===== config.mk =====
export PLATFORM = sky130hd
export DESIGN_NAME = pp_trig_writer
export DESIGN_NICKNAME = d
export VERILOG_FILES = /design/src/rtl/pp_pkg.sv /design/src/rtl/tgl_sync.sv /design/src/rtl/pp_trig_writer.sv
export SDC_FILE = /design/constraint.sdc
export NUM_CORES = 1
export LEC_CHECK = 0
export CAP_MARGIN = 20
export CORE_MARGIN = 8
export CORE_UTILIZATION = 30
export DETAILED_ROUTE_END_ITERATION = 7
export PLACE_DENSITY = 0.6
export SLEW_MARGIN = 25
export SYNTH_ARGS = -nofsm -noshare
export SYNTH_HDL_FRONTEND = slang
export SYNTH_SLANG_ARGS = --single-unit

===== constraint.sdc =====
create_clock -name clk -period 3.12 [get_ports clk]
set_input_delay 0.312 -clock clk [delete_from_list [all_inputs] [get_ports clk]]
set_output_delay 0.312 -clock clk [all_outputs]
set_load 0.05 [all_outputs]

===== src/rtl/pp_pkg.sv =====
// Shared ping-pong capture definitions used by the trigger writer and the reader.
package pp_pkg;

    localparam int unsigned PP_W  = 14;
    localparam int unsigned PP_AW = 10;

    typedef enum logic [2:0] {
        ST_IDLE,
        ST_PRE,
        ST_WAIT_TRIG,
        ST_POST,
        ST_HOLD
    } pp_state_t;

endpackage


===== src/rtl/tgl_sync.sv =====
// Two-flop synchroniser for a toggle from another clock domain, plus a one-cycle
// pulse on every transition of the synchronised level.
module tgl_sync (
    input  logic clk,
    input  logic rst_n,
    input  logic tgl,
    output logic pulse_c
);

    logic meta;
    logic sync;
    logic sync_d;

    // Synchroniser chain plus one delay stage for edge detection.
    always_ff @(posedge clk or negedge rst_n) begin
        if (!rst_n) begin
            meta   <= 1'b0;
            sync   <= 1'b0;
            sync_d <= 1'b0;
        end else begin
            meta   <= tgl;
            sync   <= meta;
            sync_d <= sync;
        end
    end

    assign pulse_c = sync ^ sync_d;

endmodule


===== src/rtl/pp_trig_writer.sv =====
// Triggered ping-pong capture writer: streams registered ADC samples into one half
// of a dual-half buffer, arms a trigger after the pre-trigger depth, finishes the
// frame after the post-trigger depth and hands the half over to the reader.
module pp_trig_writer
    import pp_pkg::*;
#(
    parameter int unsigned W         = PP_W,
    parameter int unsigned AW        = PP_AW,
    parameter int unsigned PRE_DEPTH = 256,
    parameter int unsigned AUTO_TO   = 65535
) (
    input  logic           clk,
    input  logic           rst_n,
    input  logic [2*W-1:0] adc_data,
    input  logic [W-1:0]   trig_level,
    input  logic           trig_edge,
    input  logic           trig_auto,
    input  logic           arm,
    input  logic           rd_done_tgl,
    output logic           wr_en,
    output logic [AW:0]    wr_addr,
    output logic [2*W-1:0] wr_data,
    output logic           frame_tgl,
    output logic [AW-1:0]  trig_pos,
    output logic           frame_half,
    output logic           busy
);

    localparam int unsigned POST_DEPTH = (1 << AW) - PRE_DEPTH;
    localparam int unsigned ACW        = $clog2(AUTO_TO + 1);
    localparam bit          POST_ONE   = (POST_DEPTH == 1);

    pp_state_t           state;
    logic                half;
    logic                rd_half;
    logic [1:0]          full;
    logic [1:0]          full_free;
    logic [1:0]          full_d;
    logic [AW-1:0]       ptr;
    logic [AW-1:0]       cnt;
    logic [AW-1:0]       trig_ptr;
    logic [ACW-1:0]      auto_cnt;
    logic signed [W-1:0] cur_a;
    logic signed [W-1:0] prev_a;
    logic signed [W-1:0] level;
    logic                prev_valid;
    logic                rd_pulse;
    logic                free_c;
    logic                edge_hit;
    logic                trig_hit;
    logic                frame_done;

    tgl_sync u_rd_sync (
        .clk     (clk),
        .rst_n   (rst_n),
        .tgl     (rd_done_tgl),
        .pulse_c (rd_pulse)
    );

    assign wr_addr = {half, ptr};
    assign cur_a   = wr_data[2*W-1:W];
    assign level   = trig_level;

    // Edge detector on channel A of the registered sample.
    always_comb begin
        edge_hit = 1'b0;
        if (prev_valid) begin
            if (trig_edge) edge_hit = (prev_a > level) && (cur_a <= level);
            else           edge_hit = (prev_a < level) && (cur_a >= level);
        end
    end

    assign trig_hit   = (state == ST_WAIT_TRIG) &&
                        (edge_hit || (trig_auto && (auto_cnt == ACW'(AUTO_TO))));
    assign frame_done = ((state == ST_POST) && (cnt == AW'(POST_DEPTH - 1))) ||
                        (trig_hit && POST_ONE);

    // Half occupancy: reader free applied first, then the finishing frame marks its half.
    always_comb begin
        free_c    = rd_pulse && full[rd_half];
        full_free = full;
        if (free_c) full_free[rd_half] = 1'b0;
        full_d = full_free;
        if (frame_done) full_d[half] = 1'b1;
    end

    // Input sample register feeding both the buffer and the trigger compare.
    always_ff @(posedge clk or negedge rst_n) begin
        if (!rst_n) wr_data <= '0;
        else        wr_data <= adc_data;
    end

    // Capture FSM with registered write strobe, busy and frame hand-off outputs.
    always_ff @(posedge clk or negedge rst_n) begin
        if (!rst_n) begin
            state      <= ST_IDLE;
            half       <= 1'b0;
            rd_half    <= 1'b0;
            full       <= 2'b00;
            ptr        <= '0;
            cnt        <= '0;
            trig_ptr   <= '0;
            auto_cnt   <= '0;
            prev_a     <= '0;
            prev_valid <= 1'b0;
            wr_en      <= 1'b0;
            busy       <= 1'b0;
            frame_tgl  <= 1'b0;
            trig_pos   <= '0;
            frame_half <= 1'b0;
        end else begin
            full <= full_d;
            if (free_c) rd_half <= ~rd_half;
            if (wr_en) begin
                prev_a     <= cur_a;
                prev_valid <= 1'b1;
            end

            case (state)
                ST_IDLE: begin
                    if (arm && !full_free[half]) begin
                        state      <= ST_PRE;
                        wr_en      <= 1'b1;
                        busy       <= 1'b1;
                        ptr        <= '0;
                        cnt        <= '0;
                        prev_valid <= 1'b0;
                    end
                end
                ST_PRE: begin
                    ptr <= ptr + 1'b1;
                    if (cnt == AW'(PRE_DEPTH - 1)) begin
                        state <= ST_WAIT_TRIG;
                        cnt   <= '0;
                    end else begin
                        cnt <= cnt + 1'b1;
                    end
                end
                ST_WAIT_TRIG: begin
                    ptr <= ptr + 1'b1;
                    if (trig_hit) begin
                        state    <= ST_POST;
                        trig_ptr <= ptr;
                        cnt      <= AW'(1);
                        auto_cnt <= '0;
                    end else if (trig_auto) begin
                        auto_cnt <= auto_cnt + 1'b1;
                    end
                end
                ST_POST: begin
                    ptr <= ptr + 1'b1;
                    cnt <= cnt + 1'b1;
                end
                ST_HOLD: begin
                    if (!arm) begin
                        state <= ST_IDLE;
                        busy  <= 1'b0;
                    end else if (!full_free[half]) begin
                        state <= ST_PRE;
                        wr_en <= 1'b1;
                        ptr   <= '0;
                        cnt   <= '0;
                    end
                end
                default: begin
                    state <= ST_IDLE;
                    wr_en <= 1'b0;
                    busy  <= 1'b0;
                end
            endcase

            // Frame hand-off: publish the frame and move to the other half.
            if (frame_done) begin
                frame_tgl  <= ~frame_tgl;
                frame_half <= half;
                trig_pos   <= (state == ST_WAIT_TRIG) ? ptr : trig_ptr;
                half       <= ~half;
                ptr        <= '0;
                cnt        <= '0;
                auto_cnt   <= '0;
                if (!arm) begin
                    state <= ST_IDLE;
                    wr_en <= 1'b0;
                    busy  <= 1'b0;
                end else if (full_d[~half]) begin
                    state <= ST_HOLD;
                    wr_en <= 1'b0;
                    busy  <= 1'b1;
                end else begin
                    state <= ST_PRE;
                    wr_en <= 1'b1;
                    busy  <= 1'b1;
                end
            end
        end
    end

endmodule


Yosys cells after proc, flatten, opt, wreduce, memory -nomap -nowiden
Index checks and enable logic that the tools add are counted.
- bits in registers: 113
- input bits: 48
- output and inout bits: 53
- add/subtract/negate cells: 3
- order comparisons: 9
- equal/unequal tests: 16
- multiplexer cells: 51
- bitwise operators: 7
- reduce and logical (&&, ||, !) cells: 24
- operators by type and width (operator ; number):
    $mux W10 ; 8
    $mux W16 ; 4
    $pmux W10 S5 ; 1
    $pmux W10 S3 ; 1
    $mux W3 ; 8
    $mux W1 ; 22
    $add A10 B1 Y10 const B ; 2
    $ne A3 B3 Y1 const B ; 6
    $add A16 B1 Y16 const B ; 1
    $eq A16 B16 Y1 const B ; 1
    $pmux W3 S5 ; 1
    $ge A14 B14 Y1 ; 1
    $gt A14 B14 Y1 ; 1
    $le A14 B14 Y1 ; 1
    $lt A14 B14 Y1 ; 1
    $eq A10 B10 Y1 const B ; 1
    $eq A10 B8 Y1 const B ; 1
    $reduce_and A5 Y1 ; 2
    $logic_and A1 B1 Y1 ; 9
    $reduce_and A4 Y1 ; 2
    $eq A3 B2 Y1 const B ; 2
    $lt A1 B2 Y1 const B ; 3
    $pmux W1 S3 ; 2
    $reduce_bool A6 Y1 ; 1
    22 further kinds ; 28

Logic depth before layout (Yosys ltp)
Gate-level depths: netlist (run 1).
- word-level depth: 14
- gate-level depth with buffers: 12

Hierarchy
From an unflattened synthesis (run 1), not the netlist that was laid out.
- cell total of the unflattened synthesis: 514
- area total of the unflattened synthesis: 5476.5 µm²
- by module, submodules not included (module ; instances ; cells each ; area each (µm²)):
    pp_trig_writer ; 1 ; 510 ; 5392.7
    tgl_sync ; 1 ; 4 ; 83.8

Worst setup path before layout (run 1)
Ideal clock, no wire load.
- kind: flip-flop to flip-flop
- start point: register wr_data[25]
- end point: register auto_cnt[10]
- library setup time: 126 ps
- arrival time: 2957 ps
- required time: 2994 ps
- setup slack: 37 ps
- stages on the path, launching flop included: 12
- path buffers: 1
- cells stage by stage: dfrtp_1 > ha_1 > and3_1 > nand3_1 > nor4_1 > nor3_1 > and3_1 > a211oi_4 > o21ai_4 > and2_1 > buf_6 > a221o_1
- cells in the longest elaborated chain, start to end: 9
- elaborated cells on any way between the ends: 13
- those cells by class: 2 x order compare; 5 x mux; 6 x reduce/logical
- RTL lines (element ; RTL line ; source):
    start, declared ; pp_trig_writer.sv:22 ; output logic [2*W-1:0] wr_data,
    start signal, assigned ; pp_trig_writer.sv:90 ; else wr_data <= adc_data;
    $ge A14 B14 Y1 or $le A14 B14 Y1 (tied branches) ; pp_trig_writer.sv:69, pp_trig_writer.sv:68 ;
    $logic_and A1 B1 Y1, on equally long branches ; pp_trig_writer.sv:69, pp_trig_writer.sv:68 ;
    $mux W1 * ; pp_trig_writer.sv:68 ; if (trig_edge) edge_hit = (prev_a > level) && (cur_a <= level);
    $mux W1 * ; pp_trig_writer.sv:67 ; if (prev_valid) begin
    $logic_or A1 B1 Y1 * ; pp_trig_writer.sv:74 ; (edge_hit || (trig_auto && (auto_cnt == ACW'(AUTO_TO))));
    $logic_and A1 B1 Y1 * ; pp_trig_writer.sv:73 ; assign trig_hit = (state == ST_WAIT_TRIG) &&
    $mux W16 ; pp_trig_writer.sv:141 ; if (trig_hit) begin
    $mux W16 ; pp_trig_writer.sv:119 ; case (state)
    $mux W16 ; pp_trig_writer.sv:173 ; if (frame_done) begin
    end signal, assigned ; pp_trig_writer.sv:147 ; auto_cnt <= auto_cnt + 1'b1;
    end, declared ; pp_trig_writer.sv:42 ; logic [ACW-1:0] auto_cnt;
Every way passes the cells marked *; elsewhere a longest branch is shown, timed or not. The select of a mux whose other input is x is not followed.
A chain may end at the register's enable or synchronous reset.

Worst setup path in the final report (run 1)
- start point: input port trig_level[1]
- end point: register auto_cnt[9]
- cells in the longest elaborated chain, start to end: 9
- elaborated cells on any way between the ends: 15
- those cells by class: 4 x order compare; 5 x mux; 6 x reduce/logical
- RTL lines (element ; RTL line ; source):
    start, declared ; pp_trig_writer.sv:15 ; input logic [W-1:0] trig_level,
    $lt A14 B14 Y1 (tied with other cells) ; pp_trig_writer.sv:69 ; else edge_hit = (prev_a < level) && (cur_a >= level);
    $logic_and A1 B1 Y1, on equally long branches ; pp_trig_writer.sv:69, pp_trig_writer.sv:68 ;
    $mux W1 * ; pp_trig_writer.sv:68 ;
    $mux W1 * ; pp_trig_writer.sv:67 ;
    $logic_or A1 B1 Y1 * ; pp_trig_writer.sv:74 ;
    $logic_and A1 B1 Y1 * ; pp_trig_writer.sv:73 ;
    $mux W16 ; pp_trig_writer.sv:141 ;
    $mux W16 ; pp_trig_writer.sv:119 ;
    $mux W16 ; pp_trig_writer.sv:173 ;
Marks and branches as above.

==> impl_results.md, run 1 <==
* Status: finished, final reports clean
* Syn_area_per_cell at 10.62 um^2
* Drt wl/cell at approximately 15 um
* Largest net degree at the start of global routing at 55
* Fin cells at about 900
* H-tree levels at 4
* Area Overhead vs Synth at 38.73%
* Placer Congestion at about 0.85
* Synthesized cell area at roughly 0.0054 mm^2
* Detailed Routing Iterations Pass 1 at 4
* Reg-to-Reg End: auto_cnt[9]
* DRT iter0 DRCs at roughly 290
* Post-DRT Antenna Nets at 0
* Max Buffers Root-to-Sink at 2
* Number of diodes at 0
* Ys Warns at 0
* CTS tree: built
* Cell with the most instances after synthesis: dfrtp_1
* Layout cell share with drive strength beyond 1 at 16.39%
* Vias at 4,332
* Final #Nets at approximately 730
* Post-DP HPWL at 10,040 um
* Skew-Pair Late Insertion Delay at 0.41 ns
* Root buf cell: clkbuf_16
* Worst r2r src: prev_a[1]
* CP arrival at between 3 and 4 ns
* R2r setup slk at 0.10 ns
* Remaining DRCs at 0
* Cell Pwr Density at about 640 mW/mm^2
* Critical path data required time at roughly 3.4 ns
* Startpoint types: input pin
* Initial Utilization at 30.42%
* Pre-CTS WS at -0.5011 ns
* Leading area contributor after synthesis: dfrtp_1
* Hold Crit Start: adc_data[11]
* Fmax at roughly 330 MHz
* MaxCap Viol Count at 0
* Yosys reg bits at 113
* Top cell type's share of synthesized area at between 50% and 60%
* Unrepaired setup endpoints after global routing: true
* Crit end category: flop
* Die Width at about 150 um
* Top cells by count, synth: dfrtp_1 (113), nand2_1 (66), nor2_1 (34), ha_1 (31), nand3_1 (28)
* Core Box Area at around 0.018 mm^2
* P_leak at roughly 0.0035 uW
* I/O pin cnt at 101
* Vias in the first global route at 4,484
* Via density at between 4 and 5
* Worst hold path type: input pin to flop
* Sequential-to-total area share from yosys stat at between 50% and 60%
* Synth Instances at roughly 510
* Slew Viols, Final at 0
* Synth area leaders: dfrtp_1 (52%), ha_1 (7.1%), mux2_2 (4.8%)
* Reg2reg path depth at 12
* Final WS setup at approximately 0.060 ns
* Clock Skews at a little under 0.009 ns
* Clock sinks at ~110
* Worst Hold Endpoint: wr_data[11]
* Initial antenna violation count at 0
* Final period utilization at slightly below 100%
* Slew @ Worst Pin at about 0.7 ns
* Hold path depth at 1
* # setup viols final at 0
* Cell count after placement at 851
* Overall routing resource usage at between 10% and 20%
* Vert. Die Dim at ~150 um
* Clk slew on worst S/H paths at roughly 0.060 ns
* Main flop type after synthesis: dfrtp_1
* Syn nets at 592
* Max-slew headroom at the worst pin at between 50 and 60%
* Post-synth EDFFs at 0
* Die area at 0.02272 mm^2
* Yosys cell types at 56
* Async SR Flop Fraction at between 90% and 100%
* Setup CP Type: input pin to flop
* Global-route wire length before repair at approximately 22,000 um
* CP max FO at 27
* Final wirelength at ~14,000 um
* Fillers at between 1,500 and 2,000
* Num CTS Buffers at 17
* Worst vdd ir at roughly 0.00035 V
* Buffers on Ports at 100
* Final hold vios at 0
* Gr ovfl total at 0
* FP Rows at 49
* Period minus WS final at between 3 and 4 ns
[flip-flops by register name, indices dropped and copies added, names as in the netlist, 2 cells and up]
signal / cells
wr_data: 28
full: 2
trig_ptr: 10
trig_pos: 10
cnt: 10
ptr: 10
state: 3
auto_cnt: 16
prev_a: 14
[layer usage]
metal,share of wire [%],global-route usage (%)
met1,42,14.29
met2,52,21.54
met3,3.8,3.667
met4,1.7,5.096
met5,0,0
[layout make-up]
| class | count | area, um^2 | area share (%) |
|---|---|---|---|
| sequential | 113 | 2828 | 37.42 |
| multi-input combinational | 360 | 2509 | 33.20 |
| timing repair buffer | 130 | 1255 | 16.61 |
| clock buffer | 20 | 456.7 | 6.044 |
| tap | 229 | 286.5 | 3.792 |
| clock inverter | 12 | 131.4 | 1.739 |
| inverter | 24 | 90.09 | 1.192 |
[cells by family after synthesis]
kind of cell | after synthesis | share of synthesized area (%)
AOI/OAI and AO/OA | 95 | 12.82
xor gates and xnor gates | 11 | 1.769
adders and majority gates | 31 | 7.121
buffers and inverters | 40 | 3.170
DFF | 113 | 51.92
muxes | 26 | 5.307
and+or+nand+nor | 197 | 17.90
[how the worst max path moves through the flow]
stage | startpoint | endpoint | slack, ns
detailed placement | trig_level[4] | auto_cnt[9] | -0.50
CTS | trig_level[4] | auto_cnt[9] | -0.002
finish | trig_level[1] | auto_cnt[9] | 0.06
global route | trig_level[12] | trig_ptr[9] | -0.04
global placement | trig_level[4] | auto_cnt[6] | -0.43
floorplan | wr_data[25] | auto_cnt[10] | 0.04
[cell usage in the layout (no fill, tap or decap), types with 3 or more instances in the layout]
cell               n
a21o_1             7
a21oi_1           19
a221o_1            8
a22o_1             7
a31oi_1            4
and3_1            22
buf_4             27
clkbuf_16         17
clkdlybuf4s50_1   99
clkinv_2           3
clkinvlp_4         4
dfrtp_1          113
ha_1              30
inv_1             24
mux2_2            23
mux2i_1            3
nand2_1           66
nand3_1           28
nand4_1            7
nor2_1            34
nor2b_1            5
nor3_1             8
nor4_1             3
o211ai_1           5
o21ai_0           16
o21ba_2            3
o22ai_1            4
or3_1              7
xnor2_1            4
xor2_1             7
[critical path, stage by stage]
cell and delay (ns):
clkdlybuf4s50_1 0.46, inv_1 0.06, ha_1 0.31, nor2b_1 0.15
o21ai_2 0.14, a31oi_4 0.13, or4b_1 0.52, and2_4 0.18
a211oi_4 0.26, buf_12 0.17, nor3_4 0.05, buf_12 0.15
and3_1 0.18, a221o_1 0.26
[metrics by stage]
stage	power (uW)	TNS [ns]	utilization, %	instance area [um^2]	hold slack (ns)
finish	4834	0	42.21	7556	0.3389
global route	5090	-0.1864	42.21	7556	0.3134
CTS	4865	-0.002359	41.61	7450	0.3151
detailed placement	2915	-13.44	38.26	6849	0.3403
global placement	2883	-12.03	38.26	6849	0.3331
floorplan	2507	0	-	5446	0.01641
[report_power, final]
part | leakage [uW] | switching (uW) | internal (uW)
registers | 0.00142 | 195 | 1660
logic | 0.00178 | 590 | 483
clock network | 0.000279 | 691 | 1220
total | 0.00348 | 1480 | 3360
[what timing repair did]
| action | CTS | global route |
|---|---|---|
| resized for setup | 2 | 13 |
| pin swaps | 2 | 2 |
| setup buffers | 0 | 3 |
| endpoints found under the setup margin | 9 | 27 |
| endpoints found under the hold margin | 52 | 0 |
| gates cloned | 0 | 1 |
| hold buffers | 1 | 0 |
(Power assumes the default switching activity.)
==> run 2, diff against run 1 <==
--- a/config.mk
+++ b/config.mk
@@ -9,7 +9,7 @@
 export CORE_MARGIN = 8
 export CORE_UTILIZATION = 30
 export DETAILED_ROUTE_END_ITERATION = 7
-export PLACE_DENSITY = 0.6
+export PLACE_DENSITY = 0.56
 export SLEW_MARGIN = 25
 export SYNTH_ARGS = -nofsm -noshare
 export SYNTH_HDL_FRONTEND = slang
==> impl_results.md, run 2 (same netlist as run 1, synthesis figures left out) <==
* Clock network power share at 39.4% (about the same)
* Setup CP Type: input pin to flop
* Internal power at 3417 uW (+1.8%)
* I/O pin cnt at 101 (unchanged)
* Largest net degree at the start of global routing at 61 (+11%)
* Status: finished, final reports clean
* Worst vdd ir at 0.0003659 V (+3.8%)
* P_leak at 0.003546 uW (+2.0%)
* Final wirelength at 13,860 um (+2.1%)
* Final period utilization at 97.55% (-0.52 points)
* Root buf cell: clkbuf_16
* CP arrival at 3.33 ns (about the same)
* Overall routing resource usage at 12.59% (+0.071 points)
* Startpoint types: input pin
* Setup TNS at 0 ns (unchanged)
* Remaining DRCs at 0 (unchanged)
* Detailed Routing Iterations Pass 1 at 4 (unchanged)
* Vert. Die Dim at 150.7 um (unchanged)
* Sequential Power Share at 38.2% (about the same)
* CP max FO at 7 (-74%)
* Vias in the first global route at 4,377 (-2.4%)
* Net Sw Frac at 29.72% (-0.81 points)
* Initial Utilization at 30.42% (unchanged)
* Cell count after placement at 853 (+0.24%)
* Worst r2r src: prev_a[4]
* Core Box Area at 0.01790 mm^2 (unchanged)
* # setup viols final at 0 (unchanged)
* Clock sinks at 113 (unchanged)
* Fmax at 328.6 MHz (+0.53%)
* MaxCap Viol Count at 0 (unchanged)
* Comb power frac at 22.4% (+0.2 points)
* Commonest non-fill, non-tap cell in the layout: dfrtp_1
* Area of the multi-input gates at 0.002586 mm^2 (+3.1%)
* Gr ovfl total at 0 (unchanged)
* Initial antenna violation count at 0 (unchanged)
* Worst hold path type: input pin to flop
* Final hold vios at 0 (unchanged)
* Post-DRT Antenna Nets at 0 (unchanged)
* Slew @ Worst Pin at 0.7711 ns (+0.08843 ns)
* Die area at 0.02272 mm^2 (unchanged)
* Slew Viols, Final at 0 (unchanged)
* Buffers on Ports at 100 (unchanged)
* Crit-path cells: clkdlybuf4s50_1 -> inv_1 -> ha_1 -> nor2b_1 -> o21ai_2 -> a31oi_4 -> or4b_1 -> and2_4 -> a211oi_4 -> buf_12 -> nor3_4 -> buf_6 -> clkbuf_16 -> a221o_1
* Max FFs per register at 28 (unchanged)
* Most frequent cells in the layout: dfrtp_1 (113), clkdlybuf4s50_1 (99), nand2_1 (64)
* Final #Nets at 731 (+0.83%)
* CTS tree: built
* DRT iter0 DRCs at 167 (-42%)
* Area Overhead vs Synth at 41.83%
* Fin cells at 894 (+0.68%)
* Fillers at 1,696 (+1.9%)
* Global-route wire length before repair at 22,670 um (+1.1%)
* Hold Crit Start: adc_data[22]
* Reg area at 0.002828 mm^2 (unchanged)
* Critical path data required time at 3.41 ns (about the same)
* CP Launch Point: trig_level[1]
* Max stage delay on crit path at 0.52 ns (about the same)
* H-tree levels at 4 (unchanged)
* Number of diodes at 0 (unchanged)
* Clock Skews at 0.008333 ns (-0.0005190 ns)
* Die Width at 150.7 um (unchanged)
* Biggest regs: wr_data (28), auto_cnt (16), prev_a (14)
* Post-DP HPWL at 9989 um (-0.54%)
* Period minus WS final at 3.043 ns (-0.01623 ns)
* Max-slew headroom at the worst pin at 48.60% (-5.9 points)
* Cell Pwr Density at 629.4 mW/mm^2 (-1.6%)
* Via density at 4.878 (about the same)
* Skew-Pair Late Insertion Delay at 0.41 ns (about the same)
* Crit end category: flop
* Layout cell share with drive strength beyond 1 at 17.89% (+1.5 points)
* Clk slew on worst S/H paths at 0.05 ns (about the same)
* FP Rows at 49 (unchanged)
* Num CTS Buffers at 17 (unchanged)
* CP max stage cell: or4b_1
* Vias at 4,361 (+0.67%)
* Psw at 1445 uW (-2.1%)
* Placer Congestion at 0.8141 (-4.3%)
* Unrepaired setup endpoints after global routing: true
* Max Buffers Root-to-Sink at 2 (unchanged)
* Drt wl/cell at 15.50 um (+1.4%)
* Biggest register: wr_data
run 2: cell types whose count changed in the layout (fill, tap and decap cells not counted), moves of 2 or more:
cell,before,now
ha_4,1,6
clkbuf_8,2,4
mux2_4,0,7
nand2_2,0,2
mux2_2,23,16
inv_6,2,0
buf_6,1,4
nand2_1,66,64
ha_1,30,25
run 2: critical path, delay by kind of cell:
kind / cells / cell delay (ns)
adder cells (fa/ha/maj): 1 / 0.31
AO/OA/AOI/OAI: 4 / 0.87
AND/OR/NAND/NOR: 4 / 0.90
buffers and inverters: 5 / 0.95
run 2: final cells by class:
cell class,instances,area share (%)
sequential,113,36.61
multi-input combinational,360,33.48
timing repair buffer,136,17.36
clock buffer,23,6.317
tap,229,3.709
clock inverter,9,1.361
inverter,24,1.166
run 2: path summary, 6_finish.rpt:
check                                 end  slack [ns]  cells after the start
max in group asynchronous    auto_cnt[10]        1.84                      3
hold / removal                wr_data[22]        0.34                      1
setup / recovery              auto_cnt[6]        0.08                     14
hold reg to reg            u_rd_sync.sync        0.35                      0
setup reg to reg              auto_cnt[6]        0.10                     12
min in group asynchronous      wr_data[3]        0.51                      2
run 2: through the flow:
stage          hold WS [ns]  power (uW)  cell area, um^2  setup WS, ns  util (%)
6_report             0.3372        4862             7725       0.07655     43.15
5_1_grt              0.3145        5114             7725      -0.04921     43.15
4_1_cts              0.3144        4867             7485      -0.01674     41.81
3_5_place_dp         0.3347        2919             6877       -0.5278     38.41
3_3_place_gp         0.3368        2898             6877       -0.4264     38.41
2_1_floorplan       0.01641        2507             5446       0.03720         -
run 2: repair_timing:
item	in CTS	in global routing
setup buffers	0	6
pin swaps	3	13
resized for setup	3	26
endpoints found under the setup margin	22	28
hold endpoints to repair	8	0
gates cloned	0	3
hold buffers	1	0
run 2: power by group through the flow:
stage	clock network (uW)	registers [uW]	logic (uW)
5_1_grt	2040	1890	1180
6_report	1920	1860	1090
3_3_place_gp	0	1870	1030
4_1_cts	1970	1850	1050
2_1_floorplan	0	2060	444
3_5_place_dp	0	1880	1040
run 2: metal layers:
| layer | vias to the layer above | wire, um | GRT usage [%] |
|---|---|---|---|
| met5 | - | 0 | 0 |
| met4 | 0 | 218 | 5.542 |
| met3 | 16 | 641 | 3.186 |
| met2 | 94 | 7023 | 20.92 |
| met1 | 2132 | 5975 | 15.14 |
| li1 | 2119 | - | - |
==> run 3, diff against run 2 <==
--- a/config.mk
+++ b/config.mk
@@ -5,11 +5,9 @@
 export SDC_FILE = /design/constraint.sdc
 export NUM_CORES = 1
 export LEC_CHECK = 0
-export CAP_MARGIN = 20
 export CORE_MARGIN = 8
 export CORE_UTILIZATION = 30
 export DETAILED_ROUTE_END_ITERATION = 7
-export PLACE_DENSITY = 0.56
 export SLEW_MARGIN = 25
 export SYNTH_ARGS = -nofsm -noshare
 export SYNTH_HDL_FRONTEND = slang
==> results of run 3 <==
The final DEF is identical to that of run 1; final timing and power are the same.
